## config.mk

```make
export PLATFORM = sky130hd
export DESIGN_NAME = adder_3_qor_monitor
export DESIGN_NICKNAME = d
export VERILOG_FILES = /design/src/rtl/adder_3_qor_pkg.sv /design/src/rtl/adder_3_qor_monitor_exact_ref.sv /design/src/rtl/adder_3_qor_monitor.sv
export SDC_FILE = /design/constraint.sdc
export NUM_CORES = 1
export LEC_CHECK = 0
export BUFFER_PORTS_ARGS = -buffer_cell sky130_fd_sc_hd__buf_2
export CAP_MARGIN = 20
export CORE_MARGIN = 2
export CORE_UTILIZATION = 40
export CTS_BUF_LIST = sky130_fd_sc_hd__clkbuf_8 sky130_fd_sc_hd__clkbuf_16
export DETAILED_ROUTE_END_ITERATION = 16
export GPL_TIMING_DRIVEN = 0
export PLACE_DENSITY = 0.67
export SLEW_MARGIN = 20
export SYNTH_ARGS = -nofsm -noshare
export SYNTH_HDL_FRONTEND = slang
export SYNTH_SLANG_ARGS = --single-unit
```

## constraint.sdc

```tcl
create_clock -name clk -period 2.6 [get_ports clk]
set_clock_uncertainty 0.2 [all_clocks]
set_input_delay 0.13 -clock clk [delete_from_list [all_inputs] [get_ports clk]]
set_output_delay 0.13 -clock clk [all_outputs]
set_load 0.02 [all_outputs]
```

## src/rtl/adder_3_qor_pkg.sv

```systemverilog
`default_nettype none
// ============================================================================
// adder_3_qor_pkg: shared types and widths for the adder_3 QoR monitor
// Rev 1.0
// ============================================================================
package adder_3_qor_pkg;

  typedef enum logic [1:0] {
    IDLE  = 2'd0,
    RUN   = 2'd1,
    DRAIN = 2'd2,
    DONE  = 2'd3
  } state_t;

  localparam int c_op_w       = 3;
  localparam int c_sum_w      = 4;
  localparam int c_pipe_depth = 2;

endpackage
`default_nettype wire

```

## src/rtl/adder_3_qor_monitor_exact_ref.sv

```systemverilog
`default_nettype none
// ============================================================================
// adder_3_exact_ref: exact combinational reference a + b + cin
// Rev 1.0
// ============================================================================
module adder_3_exact_ref
  import adder_3_qor_pkg::*;
(
  input  logic [c_op_w-1:0]  a,
  input  logic [c_op_w-1:0]  b,
  input  logic               cin,
  output logic [c_sum_w-1:0] sum
);

  assign sum = {1'b0, a} + {1'b0, b} + {{(c_sum_w-1){1'b0}}, cin};

endmodule
`default_nettype wire

```

## src/rtl/adder_3_qor_monitor.sv

```systemverilog
`default_nettype none
// ============================================================================
// adder_3_qor_monitor: error statistics of approximate adder_3 over N_VEC beats
// Rev 1.0
// ============================================================================
module adder_3_qor_monitor
  import adder_3_qor_pkg::*;
#(
  parameter int N_VEC = 128,
  parameter int CNT_W = 16
)(
  input  logic               clk,
  input  logic               rst_n,
  input  logic               start,
  input  logic               in_valid,
  output logic               in_ready,
  input  logic [c_op_w-1:0]  a,
  input  logic [c_op_w-1:0]  b,
  input  logic               cin,
  input  logic [c_sum_w-1:0] approx_sum,
  output logic               busy,
  output logic               done,
  output logic [CNT_W-1:0]   vec_count,
  output logic [CNT_W-1:0]   err_count,
  output logic [c_sum_w-1:0] max_abs_err,
  output logic [CNT_W-1:0]   sum_abs_err
);

  localparam logic [CNT_W-1:0] c_last      = CNT_W'(N_VEC - 1);
  localparam logic [CNT_W-1:0] c_cnt_max   = {CNT_W{1'b1}};
  localparam logic [1:0]       c_drain_end = 2'(c_pipe_depth - 1);

  state_t               r_state;
  logic [1:0]           r_drain;
  logic                 r_v1;
  logic                 r_v2;
  logic [c_sum_w-1:0]   r_exact1;
  logic [c_sum_w-1:0]   r_approx1;
  logic [c_sum_w-1:0]   r_abs2;
  logic                 r_mis2;
  logic [CNT_W-1:0]     r_vec;
  logic [CNT_W-1:0]     r_err;
  logic [CNT_W-1:0]     r_sum;
  logic [c_sum_w-1:0]   r_max;

  logic [c_sum_w-1:0]   w_exact;
  logic signed [c_sum_w:0] w_diff;
  logic [c_sum_w:0]     w_neg;
  logic [c_sum_w-1:0]   w_abs;
  logic [CNT_W:0]       w_sum_ext;
  logic                 w_accept;

  adder_3_exact_ref u_ref (
    .a   (a),
    .b   (b),
    .cin (cin),
    .sum (w_exact)
  );

  assign w_accept  = in_valid && (r_state == RUN);
  assign w_diff    = signed'({1'b0, r_approx1}) - signed'({1'b0, r_exact1});
  assign w_neg     = -w_diff;
  assign w_abs     = w_diff[c_sum_w] ? w_neg[c_sum_w-1:0] : w_diff[c_sum_w-1:0];
  // One spare bit catches the carry that signals saturation.
  assign w_sum_ext = {1'b0, r_sum} + {{(CNT_W+1-c_sum_w){1'b0}}, r_abs2};

  always_ff @(posedge clk) begin
    if (!rst_n) begin
      r_state   <= IDLE;
      r_drain   <= 2'd0;
      r_v1      <= 1'b0;
      r_v2      <= 1'b0;
      r_exact1  <= '0;
      r_approx1 <= '0;
      r_abs2    <= '0;
      r_mis2    <= 1'b0;
      r_vec     <= '0;
      r_err     <= '0;
      r_sum     <= '0;
      r_max     <= '0;
    end else begin
      r_v1 <= w_accept;
      if (w_accept) begin
        r_exact1  <= w_exact;
        r_approx1 <= approx_sum;
      end
      r_v2   <= r_v1;
      r_abs2 <= w_abs;
      r_mis2 <= (w_abs != '0);

      if (r_v2) begin
        if (r_mis2 && (r_err != c_cnt_max)) r_err <= r_err + CNT_W'(1);
        r_sum <= w_sum_ext[CNT_W] ? c_cnt_max : w_sum_ext[CNT_W-1:0];
        if (r_abs2 > r_max) r_max <= r_abs2;
      end

      // The start clear is placed after accumulation so it takes priority.
      case (r_state)
        IDLE, DONE: begin
          if (start) begin
            r_state <= RUN;
            r_vec   <= '0;
            r_err   <= '0;
            r_sum   <= '0;
            r_max   <= '0;
          end
        end
        RUN: begin
          if (w_accept) begin
            r_vec <= r_vec + CNT_W'(1);
            if (r_vec == c_last) begin
              r_state <= DRAIN;
              r_drain <= 2'd0;
            end
          end
        end
        DRAIN: begin
          if (r_drain == c_drain_end) r_state <= DONE;
          else                        r_drain <= r_drain + 2'd1;
        end
        default: r_state <= IDLE;
      endcase
    end
  end

  assign in_ready    = (r_state == RUN);
  assign busy        = (r_state == RUN) || (r_state == DRAIN);
  assign done        = (r_state == DONE);
  assign vec_count   = r_vec;
  assign err_count   = r_err;
  assign max_abs_err = r_max;
  assign sum_abs_err = r_sum;

endmodule
`default_nettype wire

```

==> flow_summary.ini, run 1 <==
[status]
status = finished clean

[global_route]
gr-usage-all-layers_pct = 18.3
overflow = 0
antenna_found_initial = 0
grt_max_degree = 11
grt_pass1_vias = 3350
grt_pass1_wl_mm = 15.5

[pwr]
power_density_nw_per_um2 = 652
p_total_mw = 3.04
cellLeakagePower_nw = 1.83
ir_worst_vdd_uv = 410

[layout]
fin_nets = 590
multiInputGateArea_sq_um = 2300
num-fill-cells = 931
final_cell_mix = buf_2 (70), dfxtp_1 (70), nand2_1 (51), a21oi_1 (42), inv_1 (24)
final_cell_count_no_fill = 681
drive_above_1_share_pct = 17.6
antenna_cells = 0
register_area_sq_um = 1420
synthToLayoutAreaGrowth_pct = 19.9

[critical_path]
end_kind = flip-flop
reg2reg_depth = 8
rrSetupSlack_ps = 150
cp_max_fo = 10
critPathLaunchType = flip-flop
regToRegStartpoint = r_state[0]
setup.worst_path.start = r_state[0]
critPathKind = reg -> reg
cp.required_ps = 2670
rr_endpoint = vec_count[11]
endpoint = vec_count[11]
cp.arrival_ps = 2510

[synthesis]
synth_area_leaders = dfxtp_1 (37%), ha_1 (7.1%), a21oi_1 (5.5%), nand2_1 (4.9%), nand3_1 (3.0%)
syn_nets = 504
synth_edf_count = 0
synth_top_area_cell = dfxtp_1
synth_seq_cells = 71
synth_top_area_share_pct = 36.6
synthCells = 463
ys.flop_type = dfxtp_1
ys.warnings.count = 0
yosys.cell_types.count = 50
syn_area_sq_um = 3890
postSynthAreaPerCell_sq_um = 8.39
seq_area_frac_synth_pct = 36.6
async_flop_share_pct = 0

[drt]
drc = 0
dr.pass1.iters = 4
ant_nets = 0
post_drt_wl_per_cell_um = 13.7
dr_total_vias = 3710
drtIter0Drc = 94
viasPerCell = 5.45
wl_mm = 9.35

[placed_design]
finalWeightedCongestion = 0.908
portBuffers = 69
dp_hpwl_mm = 6.84
place_inst = 661

[floorplan]
core_sq_um = 9330
die_x_um = 103
io_pins = 70
floorplan.initialDensity_pct = 41.7
die_h_um = 103
row_count = 35
die_area_sq_um = 10500

[timing]
fin_crit_ps = 2450
period_share_pct = 94.1
slew_headroom_pct = 62.5
fmax_mhz = 409
hold_viol = 0
drv_slew = 0
setup_viol = 0
worst_pin_slew_ps = 557
tns_ps = 0
rsz0062_at_grt = no

[cts]
post-cts-setup-buffers = 0
cts_tree = built
clockRootBuffer = clkbuf_8
clockBufferDepth = 2
numCtsBuffers = 9
clk_pin_slew_worst_paths_ps = 70
cts.sinks = 71
worstSkewPairLatency_ps = 340
htree_levels = 3

[worst_hold_path]
hold_class = in -> reg
hold_path_depth = 4

[flow_run]
cap_violations = 0
-- power by group --
part | total [mW] | switching [mW] | internal [mW]
logic | 0.970 | 0.593 | 0.377
clock network | 0.838 | 0.400 | 0.438
registers | 1.23 | 0.0660 | 1.17
total | 3.04 | 1.06 | 1.98
-- area by class of cell --
class / count / share of cell area, %
buffer: 20 / 1.83
clock buffer: 13 / 3.84
clock inverter: 1 / 0.0806
inverter: 24 / 1.93
multi-input combinational: 347 / 49.4
sequential: 71 / 30.5
tap: 129 / 3.46
timing repair buffer: 76 / 8.92
-- flip-flops by register name, indices dropped and copies added, names as in the netlist --
register / cells
err_count: 16
sum_abs_err: 16
vec_count: 16
max_abs_err: 4
r_abs2: 4
r_approx1: 4
r_exact1: 4
r_drain: 2
r_state: 2
r_mis2: 1
r_v1: 1
r_v2: 1
-- logic make-up (layout without fill, tap and decap cells) --
group / after synthesis / after routing / share of synthesized area (%)
adders and majority gates: 26 / 26 / 9.14
xor gates and xnor gates: 10 / 10 / 2.25
buffers and inverters: 45 / 134 / 4.57
muxes: 11 / 11 / 2.83
AOI/OAI and AO/OA: 119 / 119 / 19.4
and+or+nand+nor: 181 / 181 / 25.2
DFF: 71 / 71 / 36.6
-- layer usage --
layer | vias up | GRT usage [%] | part of all wire (%)
met5 | - | 0 | 0
met4 | 0 | 8.51 | 1.8
met3 | 14 | 3.25 | 4.4
met2 | 76 | 28.6 | 46
met1 | 1739 | 24.5 | 48
li1 | 1881 | - | -
-- critical path, cell delays in order (launching register included) --
cell	delay [ps]
dfxtp_2	370
inv_1	50
ha_2	320
nor2b_1	160
buf_6	130
or3_1	350
buf_2	170
or4_1	470
a21oi_1	150
-- synthesized netlist by cell type, drive strengths merged, types with 5 or more instances --
master	count
dfxtp	71
nand2	51
a21oi	43
inv	23
nand3	23
ha	22
o21ai	22
nor2	18
clkbuf	17
or4	13
a211oi	11
mux2i	11
or3	11
nand4	10
nor4	10
o31ai	10
nand2b	9
a31oi	8
a21o	7
and4	7
nor3	7
xnor2	7
and2	5
-- metrics by stage --
step	worst slack, ps	hold WS [ps]	utilization [%]	area [sq um]
4_1_cts	19.1	3.13	49.8	4650
6_report	153	17.2	50.0	4660
5_1_grt	19.8	26.3	50.0	4660
3_3_place_gp	7.01	180	47.1	4390
2_1_floorplan	212	66.0	-	3890
3_5_place_dp	0.0620	181	47.1	4390
-- how the worst min path moves through the flow --
stage | from | slack [ps] | end
floorplan | approx_sum[0] | 70 | r_approx1[0]
global placement | approx_sum[3] | 180 | r_approx1[3]
detailed placement | approx_sum[3] | 180 | r_approx1[3]
CTS | start | 3 | r_state[1]
global route | cin | 30 | r_exact1[0]
finish | start | 20 | r_state[1]
-- repair_timing --
action | in CTS | in global routing
endpoints found under the hold margin | 9 | 0
endpoints found under the setup margin | 5 | 22
gates resized for setup | 1 | 5
hold buffers | 7 | 0
(Power assumes the default switching activity.)
==> run 2, diff against run 1 <==
--- a/config.mk
+++ b/config.mk
@@ -7,12 +7,13 @@
 export LEC_CHECK = 0
 export BUFFER_PORTS_ARGS = -buffer_cell sky130_fd_sc_hd__buf_2
 export CAP_MARGIN = 20
-export CORE_MARGIN = 2
+export CORE_MARGIN = 4
 export CORE_UTILIZATION = 40
 export CTS_BUF_LIST = sky130_fd_sc_hd__clkbuf_8 sky130_fd_sc_hd__clkbuf_16
 export DETAILED_ROUTE_END_ITERATION = 16
 export GPL_TIMING_DRIVEN = 0
 export PLACE_DENSITY = 0.67
+export RECOVER_POWER = 25
 export SLEW_MARGIN = 20
 export SYNTH_ARGS = -nofsm -noshare
 export SYNTH_HDL_FRONTEND = slang
==> run 2 against run 1 <==
Effect of this change: total power increased by 8.4%; sequential share of layout area decreased by 0.24 points; wire length increased by 2.1%; highest routed layer unchanged; flip-flop and latch count unchanged; final cell count increased by 0.44%; design area increased by 0.78%; largest power group unchanged; first-iteration DRC count increased by 32%; worst setup slack got worse by 56 ps; combinational power increased by 0.8%.
==> flow_summary.ini, run 2 (same netlist as run 1, synthesis figures left out) <==
[status]
status = finished clean

[drt]
viasPerCell = 5.45
ant_nets = 0
post_drt_wl_per_cell_um = 13.9
dr_total_vias = 3731
dr.pass1.iters = 4
wl_mm = 9.54
drc = 0
drtIter0Drc = 124

[timing]
rsz0062_at_grt = no
period_share_pct = 96.3
hold_viol = 0
slew_headroom_pct = 54.7
drv_slew = 0
setup_viol = 0
fmax_mhz = 400
fin_crit_ps = 2500
worst_pin_slew_ps = 673
tns_ps = 0

[pwr]
ir_worst_vdd_uv = 398
cellLeakagePower_nw = 1.73
power_density_nw_per_um2 = 701
p_total_mw = 3.29

[worst_hold_path]
hold_class = in -> reg

[floorplan]
floorplan.initialDensity_pct = 41.7
core_sq_um = 9330
die_area_sq_um = 11400
die_x_um = 107
die_h_um = 107
row_count = 35
io_pins = 70

[cts]
worstSkewPairLatency_ps = 340
numCtsBuffers = 9
clockBufferDepth = 2
clockRootBuffer = clkbuf_8
htree_levels = 3
clk_pin_slew_worst_paths_ps = 80
cts_tree = built
cts.sinks = 71

[layout]
drive_above_1_share_pct = 12.8
register_area_sq_um = 1420
final_cell_mix = dfxtp_1 (70), nand2_1 (51), clkbuf_1 (45), a21oi_1 (42), buf_2 (39)
antenna_cells = 0
synthToLayoutAreaGrowth_pct = 20.8
fin_nets = 591
multiInputGateArea_sq_um = 2300
num-fill-cells = 930
mostFrequentLayoutCell = dfxtp_1

[global_route]
overflow = 0
grt_pass1_wl_mm = 16.1
antenna_found_initial = 0
grt_pass1_vias = 3490
grt_max_degree = 13
gr-usage-all-layers_pct = 16.9

[critical_path]
crit_buf_inv = 3
cp.required_ps = 2670
cp.arrival_ps = 2570
slowest_delay_ps = 490
slowest_stage = or4_1
critPathLaunchType = flip-flop
crit_chain = inv_1 -> ha_2 -> nor2b_1 -> buf_6 -> or3_1 -> buf_2 -> or4_1 -> a21oi_1
cp_max_fo = 10
cp_top_family = simple AND/OR/NAND/NOR gates
end_kind = flip-flop
critPathKind = reg -> reg

[placed_design]
portBuffers = 69
dp_hpwl_mm = 6.94
finalWeightedCongestion = 0.918

[flow_run]
cap_violations = 0
[run 2: final cells by class]
class	count	area share, %
plain buffers	20	1.87
multi-input cells	347	49.0
repair buffers	77	8.23
clock buffers	10	2.93
well taps	129	3.44
clock inverters	6	2.29
flip-flops and latches	71	30.3
inverters	24	1.92
[run 2: per-stage QoR]
step | hold WS [ps] | area [sq um] | instances | worst slack (ps) | utilization (%)
3_5_place_dp | 181 | 4390 | 661 | -2.93 | 47.1
4_1_cts | 8.06 | 4720 | 685 | 26.6 | 50.6
6_report | 48.9 | 4700 | 684 | 96.9 | 50.3
2_1_floorplan | 66.0 | 3890 | 463 | 212 | -
3_3_place_gp | 180 | 4390 | 661 | 26.4 | 47.1
5_1_grt | 52.9 | 4700 | 684 | 23.3 | 50.3
[run 2: path summary, 6_finish.rpt]
kind / endpoint / start / depth (start not counted) / slack [ps]
worst min register to register: r_v2 / r_v1 / 1 / 230
worst min-delay path: r_exact1[1] / b[1] / 4 / 50
worst max-delay path: vec_count[13] / r_state[0] / 8 / 100
worst max register to register: vec_count[13] / r_state[0] / 8 / 100
[run 2: routing by layer]
| metal | track usage [%] | part of all wire [%] |
|---|---|---|
| met1 | 23.1 | 49 |
| met2 | 26.4 | 44 |
| met3 | 3.10 | 5.2 |
| met4 | 6.39 | 1.7 |
| met5 | 0 | 0 |
[run 2: timing repair]
item                                    in CTS  in global routing
hold endpoints to repair                     9                  0
buffers inserted                             0                  0
hold buffers                                 8                  0
endpoints found under the setup margin       2                 40
gates resized for setup                      1                  9
[run 2: worst register-to-register path, stage by stage (launching register included)]
cell and delay [ps]:
dfxtp_2 380, inv_1 60, ha_2 330, nor2b_1 160, buf_6 130, or3_1 350
buf_2 180, or4_1 490, a21oi_1 170
[run 2: power by group]
group | switching [mW] | internal [mW] | leakage, nW
registers | 0.0691 | 1.17 | 0.574
clock network | 0.420 | 0.660 | 0.122
logic | 0.596 | 0.382 | 1.04
total | 1.09 | 2.21 | 1.73
==> run 3, diff against run 2 <==
--- a/config.mk
+++ b/config.mk
@@ -7,13 +7,13 @@
 export LEC_CHECK = 0
 export BUFFER_PORTS_ARGS = -buffer_cell sky130_fd_sc_hd__buf_2
 export CAP_MARGIN = 20
-export CORE_MARGIN = 4
 export CORE_UTILIZATION = 40
 export CTS_BUF_LIST = sky130_fd_sc_hd__clkbuf_8 sky130_fd_sc_hd__clkbuf_16
 export DETAILED_ROUTE_END_ITERATION = 16
 export GPL_TIMING_DRIVEN = 0
 export PLACE_DENSITY = 0.67
 export RECOVER_POWER = 25
+export SETUP_SLACK_MARGIN = 0.2
 export SLEW_MARGIN = 20
 export SYNTH_ARGS = -nofsm -noshare
 export SYNTH_HDL_FRONTEND = slang
==> run 3 against run 2 <==
Effect of this change: wire length is 0.21% lower; count of clock-buffer cells in the layout is 1 lower; flip-flop and latch count stayed put; design area is 0.59% lower; core utilization is 0.30 points lower; first-iteration DRC count is 30% lower; hold slack worse by 34 ps; sequential power hardly changed; worst setup slack better by 150 ps; via count is 0.94% lower; global-route usage is 2.3 points higher.
==> flow_summary.ini, run 3 (same netlist as run 1, synthesis figures left out) <==
[status]
status = finished clean

[cts]
cts_tree = built
numCtsBuffers = 9
worstSkewPairLatency_ps = 340
cts.sinks = 71
htree_levels = 3
clk_pin_slew_worst_paths_ps = 70
clockBufferDepth = 2
clockRootBuffer = clkbuf_8

[timing]
setup_viol = 0
period_share_pct = 90.5
drv_slew = 0
slew_headroom_pct = 61.0
rsz0062_at_grt = no
fmax_mhz = 425
fin_crit_ps = 2350
final.setup.worst_slack_ps = 246
worst_pin_slew_ps = 579
hold_viol = 0

[pwr]
ir_worst_vdd_uv = 399
switching_share_pct = 35.2
p_seq_share_pct = 40.2
p_total_mw = 3.08
clock_power_share_pct = 27.0
power_density_nw_per_um2 = 660
cellLeakagePower_nw = 1.72
p_int_mw = 1.99
p_switching_mw = 1.09
p_comb_share_pct = 32.8

[floorplan]
floorplan.initialDensity_pct = 41.7
core_sq_um = 9330
die_area_sq_um = 10100
row_count = 35
io_pins = 70
die_x_um = 101
die_h_um = 101

[drt]
ant_nets = 0
wl_mm = 9.52
dr.pass1.iters = 4
post_drt_wl_per_cell_um = 13.9
drtIter0Drc = 87
dr_total_vias = 3696
viasPerCell = 5.40
drc = 0

[worst_hold_path]
hold_class = in -> reg

[layout]
fin_area_sq_um = 4670
final_cell_mix = dfxtp_1 (69), nand2_1 (51), clkbuf_1 (46), a21oi_1 (40), buf_2 (38)
multiInputGateArea_sq_um = 2330
num-fill-cells = 948
mostFrequentLayoutCell = dfxtp_1
register_area_sq_um = 1430
synthToLayoutAreaGrowth_pct = 20.1
antenna_cells = 0
drive_above_1_share_pct = 13.3
fin_nets = 592
final_cell_count_no_fill = 684

[placed_design]
place_ws_ps = -65.6
place_inst = 661
portBuffers = 69
place_area_sq_um = 4390
dp_hpwl_mm = 6.89
finalWeightedCongestion = 0.872

[critical_path]
cp.arrival_ps = 2420
rrSetupSlack_ps = 250
cp.required_ps = 2670
end_kind = flip-flop
critPathKind = reg -> reg
cp_max_fo = 10
critPathLaunchType = flip-flop

[global_route]
gr-usage-all-layers_pct = 19.2
grt_pass1_vias = 3464
antenna_found_initial = 0
grt_pass1_wl_mm = 15.8
grt_max_degree = 12
overflow = 0

[flow_run]
cap_violations = 0
[run 3: changes by cell type in the layout (fill, tap and decap cells not counted), moves of 2 or more]
cell	change
bufinv_16	-2
clkinv_2	+2
a21oi_1	-2
a21oi_2	+2
[run 3: metal layers]
layer / global-route usage, % / vias up / wire (um)
met4: 9.03 / 0 / 159
met3: 3.12 / 15 / 411
met1: 25.1 / 1704 / 4580
met5: 0 / - / 0
li1: - / 1884 / -
met2: 31.0 / 93 / 4370
[run 3: final timing paths]
kind / startpoint / endpoint / depth (start not counted)
worst max-delay path: r_state[0] / vec_count[11] / 8
worst min-delay path: b[0] / r_exact1[0] / 4
worst max register to register: r_state[0] / vec_count[11] / 8
worst min register to register: r_v1 / r_v2 / 1
[run 3: worst max-delay path, cell delays in order (launching register included)]
cell and delay (ps):
dfxtp_4 370, inv_1 60, ha_4 240, nor2b_1 140
buf_6 130, or3_1 380, buf_6 150, or4_1 490
a21oi_2 120
[run 3: layout make-up]
cell class	count	share of cell area, %
multi-input cells	347	49.9
well taps	129	3.46
clock inverters	6	1.15
inverters	24	1.93
plain buffers	21	2.09
flip-flops and latches	71	30.6
repair buffers	77	8.23
clock buffers	9	2.65
[run 3: through the flow]
stage | hold WS, ps | util [%] | TNS, ps
floorplan | 66.0 | - | 0
global placement | 177 | 47.1 | 0
detailed placement | 178 | 47.1 | -299
CTS | 2.28 | 50.1 | 0
global route | 43.0 | 50.0 | 0
finish | 15.1 | 50.0 | 0
[run 3: power groups by stage]
stage	Sequential [mW]	Combinational [mW]	Clock (mW)
global placement	1.25	0.905	0
detailed placement	1.26	0.941	0
finish	1.24	1.01	0.832
floorplan	1.25	0.710	0
CTS	1.24	0.993	0.857
global route	1.25	1.13	0.898
[run 3: repair_timing]
action                     4_1_cts  5_1_grt
resized for setup                6       13
setup endpoints to repair       45       23
pin swaps                        0        4
setup buffers                    0        1
hold buffers                     7        0
hold endpoints to repair         9        0
